==> src/rtl/uart_echo_fifo_ctrl.sv <==
// Echo controller between UARTRx and UARTTx: case-transforms received characters,
// buffers them in a FIFO, retransmits them one at a time and drives status LEDs.
module uart_echo_fifo_ctrl #(
  parameter int unsigned DATA_W  = 8,
  parameter int unsigned DEPTH   = 16,
  parameter int unsigned BLINK_W = 23,
  localparam int unsigned ADDR_W = $clog2(DEPTH)
) (
  input  logic              clk_50M,
  input  logic              reset,
  input  logic [DATA_W-1:0] rx_data,
  input  logic              rx_valid,
  input  logic              rx_parity_err,
  input  logic [1:0]        mode,
  output logic [DATA_W-1:0] tx_data,
  output logic              tx_start,
  input  logic              tx_done,
  output logic [DATA_W-1:0] leds_out,
  output logic [ADDR_W:0]   fifo_level,
  output logic              overflow,
  output logic [7:0]        err_count
);

  typedef enum logic [1:0] {StIdle, StStart, StWait} state_e;

  function automatic logic [DATA_W-1:0] alt_pattern();
    logic [DATA_W-1:0] p;
    p = '0;
    for (int i = 0; i < int'(DATA_W); i++) begin
      p[i] = (((int'(DATA_W) - 1 - i) % 2) == 0);
    end
    return p;
  endfunction

  function automatic logic [DATA_W-1:0] xform(input logic [DATA_W-1:0] ch, input logic [1:0] m);
    logic [7:0]        c;
    logic              is_up;
    logic              is_lo;
    logic [DATA_W-1:0] r;
    c     = 8'(ch);
    is_up = (c >= 8'd65) && (c <= 8'd90);
    is_lo = (c >= 8'd97) && (c <= 8'd122);
    r     = ch;
    case (m)
      2'd1:    if (is_lo) r = ch - DATA_W'(32);
      2'd2:    if (is_up) r = ch + DATA_W'(32);
      2'd3: begin
        if (is_up)      r = ch + DATA_W'(32);
        else if (is_lo) r = ch - DATA_W'(32);
      end
      default: r = ch;
    endcase
    return r;
  endfunction

  localparam logic [DATA_W-1:0] LedReset  = alt_pattern();
  localparam logic [ADDR_W:0]   LevelFull = (ADDR_W + 1)'(DEPTH);

  state_e            state_q;
  logic [DATA_W-1:0] mem_q [DEPTH];
  logic [ADDR_W-1:0] wr_ptr_q;
  logic [ADDR_W-1:0] rd_ptr_q;
  logic [ADDR_W:0]   level_q;
  logic              overflow_q;
  logic [7:0]        err_q;
  logic [DATA_W-1:0] leds_q;
  logic              blink_q;
  logic [BLINK_W-1:0] blink_cnt_q;

  logic              empty;
  logic              full;
  logic              pop;
  logic              push_req;
  logic              push_ok;
  logic [DATA_W-1:0] rx_xf;

  assign empty    = (level_q == '0);
  assign full     = (level_q == LevelFull);
  assign pop      = (state_q == StIdle) && !empty;
  assign push_req = rx_valid && !rx_parity_err;
  // A full FIFO still accepts when the head leaves on the same edge.
  assign push_ok  = push_req && (!full || pop);
  assign rx_xf    = xform(rx_data, mode);

  always_ff @(posedge clk_50M) begin
    if (push_ok) mem_q[wr_ptr_q] <= rx_xf;
  end

  always_ff @(posedge clk_50M) begin
    if (reset) begin
      wr_ptr_q   <= '0;
      rd_ptr_q   <= '0;
      level_q    <= '0;
      overflow_q <= 1'b0;
    end else begin
      if (push_ok) wr_ptr_q <= wr_ptr_q + 1'b1;
      if (pop)     rd_ptr_q <= rd_ptr_q + 1'b1;
      if (push_req && full && !pop) overflow_q <= 1'b1;
      case ({push_ok, pop})
        2'b10:   level_q <= level_q + 1'b1;
        2'b01:   level_q <= level_q - 1'b1;
        default: level_q <= level_q;
      endcase
    end
  end

  // Head is latched on entry to StStart so tx_data is valid while tx_start is high.
  always_ff @(posedge clk_50M) begin
    if (reset) begin
      state_q  <= StIdle;
      tx_start <= 1'b0;
      tx_data  <= '0;
    end else begin
      tx_start <= 1'b0;
      unique case (state_q)
        StIdle: begin
          if (!empty) begin
            state_q  <= StStart;
            tx_start <= 1'b1;
            tx_data  <= mem_q[rd_ptr_q];
          end
        end
        StStart: state_q <= StWait;
        StWait:  if (tx_done) state_q <= StIdle;
        default: state_q <= StIdle;
      endcase
    end
  end

  always_ff @(posedge clk_50M) begin
    if (reset) begin
      leds_q      <= LedReset;
      blink_q     <= 1'b0;
      blink_cnt_q <= '0;
      err_q       <= '0;
    end else if (rx_valid && rx_parity_err) begin
      if (err_q != 8'hFF) err_q <= err_q + 1'b1;
      leds_q      <= '1;
      blink_q     <= 1'b1;
      blink_cnt_q <= '0;
    end else if (rx_valid) begin
      leds_q  <= rx_xf;
      blink_q <= 1'b0;
    end else if (blink_q) begin
      blink_cnt_q <= blink_cnt_q + 1'b1;
      if (&blink_cnt_q) leds_q <= ~leds_q;
    end
  end

  assign leds_out   = leds_q;
  assign fifo_level = level_q;
  assign overflow   = overflow_q;
  assign err_count  = err_q;

endmodule
==> config.mk <==
export PLATFORM = sky130hd
export DESIGN_NAME = uart_echo_fifo_ctrl
export DESIGN_NICKNAME = d
export VERILOG_FILES = /design/src/rtl/uart_echo_fifo_ctrl.sv
export SDC_FILE = /design/constraint.sdc
export NUM_CORES = 1
export LEC_CHECK = 0
export ABC_AREA = 1
export CORE_ASPECT_RATIO = 1.4
export CORE_MARGIN = 4
export CORE_UTILIZATION = 30
export CTS_BUF_LIST = sky130_fd_sc_hd__clkbuf_4
export DETAILED_ROUTE_END_ITERATION = 6
export DONT_BUFFER_PORTS = 1
export HOLD_SLACK_MARGIN = 0.08
export PLACE_DENSITY_LB_ADDON = 0.3
export SYNTH_ARGS = -nofsm -noshare
export SYNTH_HDL_FRONTEND = slang
export SYNTH_SLANG_ARGS = --single-unit
==> constraint.sdc <==
create_clock -name clk_50M -period 3.78 [get_ports clk_50M]
set_clock_uncertainty 0.2 [all_clocks]
set_input_delay 0.756 -clock clk_50M [delete_from_list [all_inputs] [get_ports clk_50M]]
set_output_delay 0.756 -clock clk_50M [all_outputs]
set_load 0.1 [all_outputs]
# Yosys cells after proc, flatten, opt, wreduce, memory -nomap -nowiden
# Memory sizes are Yosys's and may differ from the RTL's. A register that Yosys moved wholly into a read port is not among the register bits.
# Cells that the tools add are included.
# op_classes
addsub	8
n_mul	0
n_div	0
n_lt_le_gt_ge	4
n_eq_ne	11
n_shift	0
muxes	17
n_bitwise	4
n_reduce_logical	30
# op_table
cell	n
$mux W8	6
$pmux W8 S3	1
$add A23 B1 Y23 const B	1
$reduce_and A23 Y1	1
$ge A8 B7 Y1 const B	2
$le A8 B7 Y1 const B	2
$reduce_and A2 Y1	6
$pmux W5 S2	1
$add A4 B1 Y4 const B	2
$add A8 B1 Y8 const B	1
$add A8 B6 Y8 const B	1
$eq A2 B2 Y1 const B	4
$logic_and A1 B1 Y1	8
$ne A8 B8 Y1 const B	1
$not A8 Y8	1
$reduce_bool A2 Y1	4
$sub A8 B6 Y8 const B	1
$mux W7	1
$eq A2 B1 Y1 const B	3
$pmux W2 S3	1
$reduce_bool A3 Y1	2
$add A5 B1 Y5 const B	1
$eq A5 B5 Y1 const B	1
$logic_not A5 Y1	1
other kinds (9)	21
# word_totals
reg_bits	57
latch_bits	0
ramBits	128
romBits	0
input_bits	15
output_inout_bits	31
elab_cells	86
memories	1
# mem_list
memory	words	word_bits	rd	rd_clocked_by_memory_dff	wr	line	text
mem_q	16	8	1	1	1	60	logic [DATA_W-1:0] mem_q [DEPTH];

# Logic depth before layout (Yosys ltp)
# depth
ltp_word	7
depth_mapped	15
mapped_depth_nobuf	15

# Worst setup path before layout
# No wires, ideal clock.
# synth_timing
kind	flip-flop to flip-flop
start	register level_q[0], in the netlist fifo_level[0]
end	memory mem_q[3][0], enable pin
setup_ns	0.370
t_arrival_ns	2.221
t_required_ns	3.210
setup_slack_ns	0.989
path_stages_with_launch	9
path_buffers	0
period_less_slack_ns	2.791
path_cell_list	dfxtp_1 nor4_2 nand2_1 nand2_2 inv_2 nor2_4 nor2_2 nand3_1 nor2_1
# synth_via
elab_chain_len	7
# synth_lines
element	line	text
start, declared	63	logic [ADDR_W:0] level_q;
start signal, assigned	100	2'b10: level_q <= level_q + 1'b1;
start signal, assigned	101	2'b01: level_q <= level_q - 1'b1;
start signal, assigned	102	default: level_q <= level_q;
$logic_not A5 Y1	77	assign empty = (level_q == '0);
$logic_not A1 Y1	--	
$logic_and A1 B1 Y1	79	assign pop = (state_q == StIdle) && !empty;
$logic_or A1 B1 Y1 *	82	assign push_ok = push_req && (!full || pop);
$logic_and A1 B1 Y1 *	82	
$mux W1 *	86	if (push_ok) mem_q[wr_ptr_q] <= rx_xf;
$mux W1 (not written as such) *	86	
end, declared	60	
# Every way passes the cells marked *; elsewhere a longest branch is shown, timed or not.

# Worst setup path in the final report
# layout_timing
start	register level_q[4], in the netlist fifo_level[4]
end	memory mem_q[3][7], enable pin
# Same word-level chain as after synthesis.

==> results.cfg <==
[status]
status = complete, no violations

[finish]
drive_gt1_frac = 0.119
n_fill_cell = 2837
nets = 878
syn2layout_area_growth_pct = 10.6
fin_area_um2 = 9320
finalNonFillerCells = 1234

[floorplan]
start_util = 0.304
ios = 46
die_w_um = 150
core_um2 = 27700
die_h_um = 206
fp.dieArea_um2 = 30900
rows = 72

[worst_setup_path]
slowest_delay_ps = 570
crit_family = simple AND/OR/NAND/NOR gates
cp_slowest_cell = nor2_1
cp_cell_sequence = buf_4 > inv_1 > nand2_1 > nand2_2 > inv_2 > nor2_4 > nor2_2 > nand3_1 > nor2_1
critPathLaunchType = register
required_ps = 3790
path_buf_inv = 3
cp_max_fo = 9
cp-startpoint = fifo_level[4]
crit_arrival_ps = 2660
cp-end-kind = register
crit_type = register to register
rr_startpoint = fifo_level[4]
r2r_setup_slack_ps = 1120

[timing]
final.min_clock_period_ps = 2660
drv_slew = 0
whs_ps = 142
slew-limit-headroom = 0.285
finalCritPeriodShare = 0.703
report.final.setup_viol = 0
fmax_ghz = 0.376
tns_ps = 0
grt_setup_unrepaired = no
tightest_slew_ps = 1070
hold_viol_final = 0

[synthesis]
synth-edff-count = 128
yosysTopAreaCell = edfxtp_1
synth.top_cell.area_share = 0.456
async_flop_share = 0
synth_seq_cells = 193
ys_types = 48
synth.avg_cell_area_um2 = 10.2
syn_inst = 826
ys.flop_type = edfxtp_1
syn_area_um2 = 8420
syn_nets = 854
yosys_warnings = 0
synth_area_leaders = edfxtp_1 (46%), dfxtp_1 (15%), o21ai_0 (5.6%), nor2_1 (5.1%), nand2_1 (4.1%)
seq_area_frac_synth = 0.611

[global_routing]
grt_pass1_wl_mm = 34.0
overflow = 0
antenna_found_initial = 1
grt_pass1_vias = 6053
grt_max_degree = 67
track_usage = 0.147

[place]
gp_congestion = 0.850
dp.final_hpwl_mm = 14.3
io_buffers = 0
place_inst = 1195
dpl-instance-area_um2 = 8970

[clock_network]
clock_latency_ps = 570
htreeDepth = 4
path_clk_slew_ps = 160
root_buffer = clkbuf_4
tritoncts = done
clock-sinks = 193
clock_path_buffers = 2
post_cts_resized = 0
cts_buffers = 17

[power]
p_per_area_nw_per_um2 = 583
peakVddDrop_v = 0.000415
p_leak_nw = 3.29

[worst_hold_path]
min-delay-start = rx_valid
holdCritPathClass = input pin to register

[route]
via_per_inst = 4.89
num_vias = 6030
drc = 0
finalWirelength_mm = 21.9
ant_nets = 0
dr.pass1.iters = 4
wl_per_cell_um = 17.7
drt_iter0_drc = 295

[run]
drv_cap = 0
worst paths after layout:
kind | end | cells past startpoint
setup / recovery | mem_q[3][7] | 9
setup reg to reg | mem_q[3][7] | 9
hold reg to reg | blink_cnt_q[15] | 2
hold / removal | leds_out[7] | 3
repair_timing:
item / in CTS / in global routing
setup buffers: 0 / 0
hold buffers: 6 / 0
hold endpoints to repair: 91 / 0
setup endpoints to repair: 0 / 0
metrics by stage:
step | worst slack (ps) | utilization | power [mW]
2_1_floorplan | 989 | - | 3.93
3_3_place_gp | 972 | 0.324 | 4.32
3_5_place_dp | 918 | 0.324 | 4.33
4_1_cts | 1080 | 0.337 | 5.50
5_1_grt | 864 | 0.337 | 5.74
6_report | 1120 | 0.337 | 5.43
cells in the mapped netlist (3+ instances only):
cell      instances
nand3_1          44
inv_2             6
o22ai_1           8
buf_1             3
nand4_1           9
nor2_4            3
nor2_2            6
o211ai_1         12
nand2_1          91
dfxtp_1          65
nand2_2           5
nor2_1          115
ha_1             12
clkbuf_1         15
o211ai_2          8
edfxtp_1        128
xor2_1            6
inv_1            74
o21a_1            4
nor4_1            3
nor3_1            6
a21oi_1          45
nand2_4           3
o221ai_1         24
buf_2            11
o21ai_0          94
sequential cells by signal, indices dropped and copies added, names as in the netlist:
name / count
leds_out: 8
state_q: 2
overflow: 1
wr_ptr_q: 4
blink_q: 1
fifo_level: 5
mem_q: 128
tx_data: 8
tx_start: 1
rd_ptr_q: 4
blink_cnt_q: 23
err_count: 8
per-layer routing:
metal  global-route usage  part of all wire
met1                0.157              0.38
met2                0.268              0.54
met3               0.0322             0.042
met4               0.0736             0.042
met5                    0                 0
power by group:
group	switching [mW]	leakage [nW]	internal [mW]
combinational	1.10	1.43	0.419
sequential	0.393	1.68	2.36
clock	0.687	0.175	0.468
worst reg2reg max path: stages (launching register included):
cell     delay [ps]
dfxtp_1         390
buf_4           320
inv_1            70
nand2_1          80
nand2_2          80
inv_2           110
nor2_4           40
nor2_2          260
nand3_1         180
nor2_1          570
layout make-up:
type,instances,area (um^2),share of cell area
tap,370,463,0.0497
timing repair buffer,37,293,0.0314
clock inverter,13,144,0.0154
multi-input combinational,518,2810,0.302
sequential,193,5150,0.552
clock buffer,19,143,0.0153
inverter,83,314,0.0337
antenna,1,2.50,0.000269
logic make-up after synthesis:
kind of cell             after synthesis  share of synthesized area
AND/OR/NAND/NOR                      296                      0.161
buffers and inverters                115                     0.0551
adder cells (fa/ha/maj)               13                     0.0202
XOR/XNOR                               6                    0.00624
AO/OA/AOI/OAI                        203                      0.147
flip-flops                           193                      0.611
placed cells by master, fill, tap and decap left out, types with 4 or more instances in the layout:
master	netlist	routed
nor2_2	6	6
o211ai_2	8	8
ha_1	12	12
dlygate4sd3_1	0	6
edfxtp_1	128	128
nand2_1	91	91
nand3_1	44	44
inv_2	6	9
nand4_1	9	9
clkbuf_4	0	19
inv_1	74	75
o221ai_1	24	24
o211ai_1	12	12
dfxtp_1	65	64
xor2_1	6	6
nor3_1	6	6
o21a_1	4	4
o21ai_0	94	94
nor2_1	115	115
nand2_2	5	5
buf_4	0	31
o22ai_1	8	8
a21oi_1	45	45
(Power assumes the default switching activity.)
